==> config.mk <==
export PLATFORM = sky130hd
export DESIGN_NAME = fp_mul_arbiter
export DESIGN_NICKNAME = d
export VERILOG_FILES = /design/src/rtl/fp_mul_arbiter.sv
export SDC_FILE = /design/constraint.sdc
export NUM_CORES = 1
export LEC_CHECK = 0
export ABC_AREA = 1
export CAP_MARGIN = 40
export CORE_ASPECT_RATIO = 0.7
export CORE_UTILIZATION = 45
export CTS_CLUSTER_SIZE = 10
export DETAILED_ROUTE_END_ITERATION = 12
export PLACE_DENSITY_LB_ADDON = 0.25
export SKIP_CTS_REPAIR_TIMING = 1
export SLEW_MARGIN = 20
export SYNTH_ARGS = -nofsm -noshare
export SYNTH_HDL_FRONTEND = slang
export SYNTH_SLANG_ARGS = --single-unit
==> constraint.sdc <==
create_clock -name CLK -period 7.95 [get_ports CLK]
set_clock_uncertainty 0.1 [all_clocks]
set_input_delay 1.59 -clock CLK [delete_from_list [all_inputs] [get_ports CLK]]
set_output_delay 1.59 -clock CLK [all_outputs]
set_load 0.02 [all_outputs]
==> src/rtl/fp_mul_arbiter.sv <==
// Round-robin arbiter and sequencer that shares one F_Mul between two requesters.
// One operation in flight at a time: IDLE -> ISSUE -> WAIT -> RESP, with a WAIT-state watchdog.
module fp_mul_arbiter #(
  parameter int TIMEOUT = 32,
  parameter int CNT_W   = 16
) (
  input  logic             CLK,
  input  logic             RST,
  input  logic             req0_valid,
  output logic             req0_ready,
  input  logic [31:0]      req0_a,
  input  logic [31:0]      req0_b,
  input  logic             req1_valid,
  output logic             req1_ready,
  input  logic [31:0]      req1_a,
  input  logic [31:0]      req1_b,
  output logic             rsp_valid,
  input  logic             rsp_ready,
  output logic             rsp_id,
  output logic [31:0]      rsp_result,
  output logic             rsp_zero,
  output logic             rsp_inf,
  output logic             rsp_err,
  output logic [31:0]      mul_a,
  output logic [31:0]      mul_b,
  output logic             mul_en,
  input  logic [31:0]      mul_out,
  input  logic             mul_zero,
  input  logic             mul_inf,
  input  logic             mul_flag,
  output logic             busy,
  output logic [CNT_W-1:0] op_count,
  output logic [1:0]       dbg_state
);

  // Handshakes: a transfer happens on a rising CLK edge where valid and ready are both high.
  // valid never depends on ready; a request ready is only raised alongside its own valid, and
  // rsp_valid with all rsp_* fields stays stable until rsp_ready accepts it.

  typedef enum logic [1:0] {
    S_IDLE  = 2'd0,
    S_ISSUE = 2'd1,
    S_WAIT  = 2'd2,
    S_RESP  = 2'd3
  } state_t;

  localparam logic [15:0] WAIT_LAST = 16'(TIMEOUT - 1);
  localparam logic [31:0] QNAN      = 32'h7FC0_0000;

  state_t           state_q, state_d;
  logic             last_grant_q, last_grant_d;
  logic             id_q, id_d;
  logic [15:0]      wait_cnt_q, wait_cnt_d;
  logic [31:0]      mul_a_q, mul_a_d;
  logic [31:0]      mul_b_q, mul_b_d;
  logic [31:0]      result_q, result_d;
  logic             zero_q, zero_d;
  logic             inf_q, inf_d;
  logic             err_q, err_d;
  logic [CNT_W-1:0] op_count_q, op_count_d;
  logic             grant;
  logic             accept;

  // A lone requester always wins; on a tie the one not served last wins.
  assign grant      = (req0_valid && req1_valid) ? ~last_grant_q : req1_valid;
  assign req0_ready = (state_q == S_IDLE) && req0_valid && !grant;
  assign req1_ready = (state_q == S_IDLE) && req1_valid && grant;
  assign accept     = req0_ready || req1_ready;

  always_comb begin
    state_d      = state_q;
    last_grant_d = last_grant_q;
    id_d         = id_q;
    wait_cnt_d   = wait_cnt_q;
    mul_a_d      = mul_a_q;
    mul_b_d      = mul_b_q;
    result_d     = result_q;
    zero_d       = zero_q;
    inf_d        = inf_q;
    err_d        = err_q;
    op_count_d   = op_count_q;
    case (state_q)
      S_IDLE: begin
        if (accept) begin
          mul_a_d = grant ? req1_a : req0_a;
          mul_b_d = grant ? req1_b : req0_b;
          id_d    = grant;
          state_d = S_ISSUE;
        end
      end
      S_ISSUE: begin
        wait_cnt_d = '0;
        state_d    = S_WAIT;
      end
      S_WAIT: begin
        wait_cnt_d = wait_cnt_q + 16'd1;
        // A flag arriving on the timeout cycle still counts as a good result.
        if (mul_flag) begin
          result_d = mul_out;
          zero_d   = mul_zero;
          inf_d    = mul_inf;
          err_d    = 1'b0;
          state_d  = S_RESP;
        end else if (wait_cnt_q == WAIT_LAST) begin
          result_d = QNAN;
          zero_d   = 1'b0;
          inf_d    = 1'b0;
          err_d    = 1'b1;
          state_d  = S_RESP;
        end
      end
      S_RESP: begin
        if (rsp_ready) begin
          last_grant_d = id_q;
          op_count_d   = op_count_q + CNT_W'(1);
          state_d      = S_IDLE;
        end
      end
      default: state_d = S_IDLE;
    endcase
  end

  always_ff @(posedge CLK or posedge RST) begin
    if (RST) begin
      state_q      <= S_IDLE;
      last_grant_q <= 1'b1;
      id_q         <= 1'b0;
      wait_cnt_q   <= '0;
      mul_a_q      <= '0;
      mul_b_q      <= '0;
      result_q     <= '0;
      zero_q       <= 1'b0;
      inf_q        <= 1'b0;
      err_q        <= 1'b0;
      op_count_q   <= '0;
    end else begin
      state_q      <= state_d;
      last_grant_q <= last_grant_d;
      id_q         <= id_d;
      wait_cnt_q   <= wait_cnt_d;
      mul_a_q      <= mul_a_d;
      mul_b_q      <= mul_b_d;
      result_q     <= result_d;
      zero_q       <= zero_d;
      inf_q        <= inf_d;
      err_q        <= err_d;
      op_count_q   <= op_count_d;
    end
  end

  assign mul_a      = mul_a_q;
  assign mul_b      = mul_b_q;
  assign mul_en     = (state_q == S_ISSUE) || (state_q == S_WAIT);
  assign rsp_valid  = (state_q == S_RESP);
  assign rsp_id     = id_q;
  assign rsp_result = result_q;
  assign rsp_zero   = zero_q;
  assign rsp_inf    = inf_q;
  assign rsp_err    = err_q;
  assign busy       = (state_q != S_IDLE);
  assign op_count   = op_count_q;
  assign dbg_state  = state_q;

endmodule

==> summary.md, run 1 <==
| Metric | Value |
|---|---|
| Die width | 143 um |
| Setup violations, final | 0 |
| RSZ-0062 raised after global routing | no |
| Hold Fails Final Rpt | 0 |
| Filler Cell Count | 998 |
| Relative slew slack | 0.509 |
| Clk pwr share | 0.226 |
| Synth unique cells | 33 |
| CP max stage delay | 0.62 ns |
| Crit path max-delay cell type | clkdlybuf4s50_1 |
| Seq pwr share | 0.306 |
| Commonest non-fill, non-tap cell in the layout | clkdlybuf4s50_1 |
| Post-synth EDFFs | 0 |
| Post-synth top area cell | dfrtp_1 |
| Final Wtd Congestion | 0.845 |
| CP arrival | 4.02 ns |
| Psw | 0.00143 W |
| Warnings from Yosys | 0 |
| Core area | 13400 um2 |
| Internal Power | 0.00228 W |
| Syn avg cell area | 8.26 um2 |
| Initial antenna violation count | 0 |
| H-tree Lvls | 4 |
| Total grt overflow | 0 |
| TNS Setup | 0 ns |
| Most frequent cells in the layout | clkdlybuf4s50_1 (290), nand2_1 (269), dfrtp_1 (134) |
| Post-route clock period utilization | 0.718 |
| First-pass GRT wire length | 28700 um |
| Vias per inst | 4.87 |
| Synth Register Bits | 135 |
| CTS tree | done |
| Power Dens Cells | 375 nW/um2 |
| DR vias | 6008 |
| Leakage | 4.39 nW |
| Full die area | 14400 um2 |
| Row cnt | 35 |
| Crit path buffers/inverters | 4 |
| F_max | 0.175 GHz |
| Mapped cell area | 6240 um2 |
| Largest net degree at the start of global routing | 83 |
| Clock sink count | 135 |
| Port buffer count | 290 |
| Ratio of cells with drive above 1 in the final layout | 0.0573 |
| CTS max path bufs | 2 |
| Antenna Nets Post-Route | 0 |
| DP HPWL | 13600 um |
| Clk pin slew, worst setup/hold paths | 0.06 ns |
| P&R area growth vs syn | 58.2% |
| Crit Path Class | in2out |
| Clk Latency, worst-skew pair | 0.41 ns |
| TritonRoute pass-1 iters | 5 |
| Max_cap viols | 0 |
| Routed wire length | 18500 um |
| Maximum fanout along the worst path | 65 |
| Worst hold path type | reg2reg |
| Cell count after synthesis | 756 |
| CTS root buf | clkbuf_16 |
| Die H | 101 um |
| Synth top area cells | dfrtp_1 (54%), nand2_1 (16%), nor2_1 (6.9%), a31oi_1 (6.6%), inv_1 (2.5%) |
| Combinational power share | 0.468 |
| CTS buffer count | 17 |
| Post-synthesis sequential area ratio | 0.541 |
| Worst vdd ir | 0.000224 V |
| Layout net count | 1209 |
| Critical Path Most Common Cell | clkdlybuf4s50_1 |
| Worst Path Required | 6.26 ns |
| Diodes inserted | 0 |
| Final hold slack | 0.370 ns |
| Primary FF master, synth | dfrtp_1 |
| Status | finished clean |
| Vias in the first global route | 5792 |
| GRT Total Usage | 0.261 |
| Worst-Margin Slew | 0.737 ns |
| Syn Nets | 930 |
| Iter 0 DRT Violations | 265 |
| Crit path cell chain | clkdlybuf4s50_1 -> nand2_1 -> nand2_2 -> buf_4 -> inv_2 -> nor2_1 -> clkdlybuf4s50_1 |
| Starting Density | 0.467 |
| Fin crit period | 5.71 ns |
| # DRC | 0 |
| Switching Fraction | 0.386 |
| Largest delay share family, worst path | buffers and inverters |
| I/O Pins | 291 |
| Synth top area share | 0.537 |
| Slew Viols, Final | 0 |
| Average routed wire per standard cell | 15.0 um |
| Setup crit end kind | output pin |
| CP startpoint kind | input pin |
| Ys async rst share | 1.00 |
stage by stage:
step	util	setup WS, ns	cell area [um2]	total power [W]	cells
final	0.739	2.24	9870	0.00371	1233
after global routing	0.739	2.07	9870	0.00393	1233
after CTS	0.739	2.22	9870	0.00373	1233
after detailed placement	0.692	2.23	9250	0.00288	1201
after global placement	0.689	1.96	9200	0.00283	1199
after floorplan	-	2.65	6240	0.00208	756
worst min-delay path, delay by kind of cell, from the launching register on:
family,cells,cell delay (ns)
and+or+nand+nor,2,0.10
DFF,1,0.34
kinds of logic (layout without fill, tap and decap cells):
logic type      count (synthesis)  count (layout)  synth area share
compound gates                101             101             0.103
fa+ha+maj                       6               6            0.0120
xor+xnor                       11              11            0.0154
buf+inv                        79             371            0.0601
flops                         135             135             0.541
simple gates                  424             424             0.268
layer usage:
layer | GRT usage | vias to the layer above | routed length, um
li1 | - | 2996 | -
met4 | 0.0761 | 0 | 301
met2 | 0.445 | 217 | 8890
met1 | 0.299 | 2776 | 7510
met5 | 0 | - | 0
met3 | 0.111 | 19 | 1840
worst paths after layout:
kind / depth (start not counted) / slack [ns] / end / start
setup / recovery: 7 / 2.24 / req0_ready / req0_valid
hold reg to reg: 2 / 0.37 / rsp_result[11] / rsp_result[11]
min in group asynchronous: 2 / 1.61 / rsp_result[31] / RST
setup reg to reg: 7 / 5.24 / mul_a[31] / dbg_state[1]
max in group asynchronous: 3 / 4.95 / mul_b[23] / RST
hold / removal: 2 / 0.37 / rsp_result[11] / rsp_result[11]
power by group through the flow:
stage | registers [W] | logic [W] | clock network, W
2_1_floorplan | 0.00146 | 0.000624 | 0
3_3_place_gp | 0.00113 | 0.00170 | 0
3_5_place_dp | 0.00114 | 0.00174 | 0
4_1_cts | 0.00113 | 0.00175 | 0.000849
5_1_grt | 0.00117 | 0.00188 | 0.000880
6_report | 0.00113 | 0.00173 | 0.000839
cells in the mapped netlist (2+ instances only):
library cell / n
a21oi_1: 10
a21oi_2: 8
a21oi_4: 2
a31oi_1: 66
buf_2: 25
buf_4: 3
clkbuf_1: 4
clkbuf_8: 2
clkinv_1: 2
dfrtp_1: 134
ha_1: 6
inv_1: 41
nand2_1: 270
nand2_2: 3
nand3_1: 18
nand4_1: 5
nor2_1: 114
nor3_1: 8
o21ai_0: 12
xnor2_1: 5
xor2_1: 6
cell type report:
type	instances	area [um2]	share of cell area
inverters	44	171	0.0174
repair buffers	295	2970	0.301
multi-input cells	542	2490	0.252
flip-flops and latches	135	3380	0.342
clock inverters	14	199	0.0201
well taps	185	231	0.0234
clock buffers	18	429	0.0435
flip-flops by register name, summed over array words and instances (netlist names):
signal / flops
dbg_state: 2
last_grant_q: 1
mul_a: 32
mul_b: 32
op_count: 16
rsp_err: 1
rsp_id: 1
rsp_inf: 1
rsp_result: 32
rsp_zero: 1
wait_cnt_q: 16
(Power assumes the default switching activity.)
==> run 2: changes to the inputs <==
--- a/config.mk
+++ b/config.mk
@@ -8,7 +8,7 @@
 export ABC_AREA = 1
 export CAP_MARGIN = 40
 export CORE_ASPECT_RATIO = 0.7
-export CORE_UTILIZATION = 45
+export CORE_UTILIZATION = 38
 export CTS_CLUSTER_SIZE = 10
 export DETAILED_ROUTE_END_ITERATION = 12
 export PLACE_DENSITY_LB_ADDON = 0.25
==> constraint.sdc (replaced) <==
create_clock -name CLK -period 4.7 [get_ports CLK]
set_clock_uncertainty 0.1 [all_clocks]
set_input_delay 0.94 -clock CLK [delete_from_list [all_inputs] [get_ports CLK]]
set_output_delay 0.94 -clock CLK [all_outputs]
set_load 0.02 [all_outputs]
==> run 2 against run 1 <==
Total power rose by 69%; sequential power rose by 69%; highest routed layer unchanged; global-route usage decreased by 4.8 points; critical endpoint unchanged; sequential cell count did not move; register-to-register slack got worse by 2.9 ns; non-clock buffer count rose by 4; critical path depth shrank 1; largest cell class unchanged.
==> summary.md, run 2 (same netlist as run 1, synthesis figures left out) <==
| Metric | Value |
|---|---|
| Fin crit period | 3.36 ns |
| FF-to-FF Start | dbg_state[0] |
| Setup violations, final | 0 |
| Diodes inserted | 0 |
| P&R area growth vs syn | 59.7% |
| CTS buffer count | 17 |
| CP arrival | 2.32 ns |
| GRT met3 Usage | 0.0727 |
| # DRC | 0 |
| Row cnt | 38 |
| Routed wire length | 18100 um |
| Post-Place Cells | 1240 |
| Total grt overflow | 0 |
| Die H | 109 um |
| Placement Setup Slack | 1.34 ns |
| CP startpoint kind | input pin |
| CTS tree | done |
| Status | finished clean |
| Vias per inst | 4.65 |
| Maximum fanout along the worst path | 3 |
| Max_cap viols | 0 |
| Core area | 15800 um2 |
| Power Dens Cells | 627 nW/um2 |
| Hold Path Origin | rsp_result[10] |
| DP HPWL | 13200 um |
| Slack of the critical path | 1.34 ns |
| RSZ-0062 raised after global routing | no |
| Worst vdd ir | 0.000345 V |
| Worst hold path type | reg2reg |
| Average routed wire per standard cell | 14.2 um |
| CTS max path bufs | 2 |
| Starting Density | 0.396 |
| Hold Fails Final Rpt | 0 |
| Layout net count | 1213 |
| Relative slew slack | 0.538 |
| Antenna Nets Post-Route | 0 |
| Leakage | 4.43 nW |
| H-tree Lvls | 4 |
| Iter 0 DRT Violations | 300 |
| Crit path buffers/inverters | 3 |
| Commonest non-fill, non-tap cell in the layout | clkdlybuf4s50_1 |
| CP max stage delay | 0.60 ns |
| Clock sink count | 135 |
| Largest net degree at the start of global routing | 65 |
| Final Wtd Congestion | 0.807 |
| First-pass GRT wire length | 28000 um |
| Die width | 155 um |
| Port buffer count | 290 |
| Full die area | 17000 um2 |
| Largest delay share family, worst path | buffers and inverters |
| Vias in the first global route | 5552 |
| Ratio of cells with drive above 1 in the final layout | 0.0618 |
| F_max | 0.298 GHz |
| Worst Path Required | 3.66 ns |
| TNS Setup | 0 ns |
| Crit path cell chain | clkdlybuf4s50_1 -> nand2_1 -> nand2_2 -> inv_2 -> nor2_1 -> clkdlybuf4s50_1 |
| Slew Viols, Final | 0 |
| Most frequent cells in the layout | clkdlybuf4s50_1 (290), nand2_1 (269), dfrtp_1 (134) |
| Overall power | 0.00625 W |
| CTS root buf | clkbuf_16 |
| Post-layout util | 0.632 |
| I/O Pins | 291 |
| TritonRoute pass-1 iters | 6 |
| GRT Max-Usage Layer | met2 |
| Non-Filler Instances | 1272 |
| Crit path max-delay cell type | clkdlybuf4s50_1 |
| Critical Path Most Common Cell | clkdlybuf4s50_1 |
| Initial antenna violation count | 0 |
| Met2 usage | 0.353 |
| Setup crit end kind | output pin |
| Setup crit start | req0_valid |
| DR vias | 5919 |
| Clk Latency, worst-skew pair | 0.41 ns |
| Post-route clock period utilization | 0.714 |
| GRT Total Usage | 0.213 |
| Crit Path Class | in2out |
| Clk pin slew, worst setup/hold paths | 0.06 ns |
| Worst-Margin Slew | 0.693 ns |
| Met1 usage | 0.264 |
## run 2: cell types whose count changed in the layout (fill, tap and decap cells not counted)
cell	delta
inv_4	+1
buf_4	+3
clkbuf_8	+3
buf_16	+1
clkinv_4	+1
clkinvlp_4	-1
clkbuf_1	-1
bufinv_16	-1
clkinv_2	-2
## run 2: worst min-delay path, delay by kind of cell, from the launching register on
kind          cells  cell delay, ns
flops             1            0.34
simple gates      2            0.10
## run 2: report_power, final
part | internal (W) | total [W] | switching (W)
Combinational | 0.00133 | 0.00293 | 0.00160
Clock | 0.000885 | 0.00141 | 0.000522
Sequential | 0.00164 | 0.00191 | 0.000270
## run 2: area by class of cell
| cell class | count | area [um2] |
|---|---|---|
| Tap cell | 220 | 275 |
| Timing Repair Buffer | 299 | 3020 |
| Sequential cell | 135 | 3380 |
| Fill cell | 1406 | 5810 |
| Multi-Input combinational cell | 542 | 2490 |
| Clock inverter | 12 | 165 |
| Clock buffer | 20 | 467 |
| Inverter | 44 | 173 |
## run 2: path summary, 6_finish.rpt
check	endpoint	slack, ns	depth (start not counted)
min in group asynchronous	op_count[7]	0.81	2
hold reg to reg	rsp_result[10]	0.37	2
hold / removal	rsp_result[10]	0.37	2
setup / recovery	req0_ready	1.34	6
max in group asynchronous	last_grant_q	3.06	3
setup reg to reg	mul_a[12]	2.34	8
## run 2: routing by layer
layer | up-vias | wire (um)
li1 | 3004 | -
met1 | 2692 | 7920
met2 | 204 | 8370
met3 | 19 | 1490
met4 | 0 | 277
met5 | - | 0
## run 2: per-stage QoR
step	hold slack [ns]	cell area, um2
finish	0.369	9970
global route	0.386	9970
detailed placement	0.359	9340
CTS	0.373	9970
floorplan	0.368	6240
global placement	0.353	9270
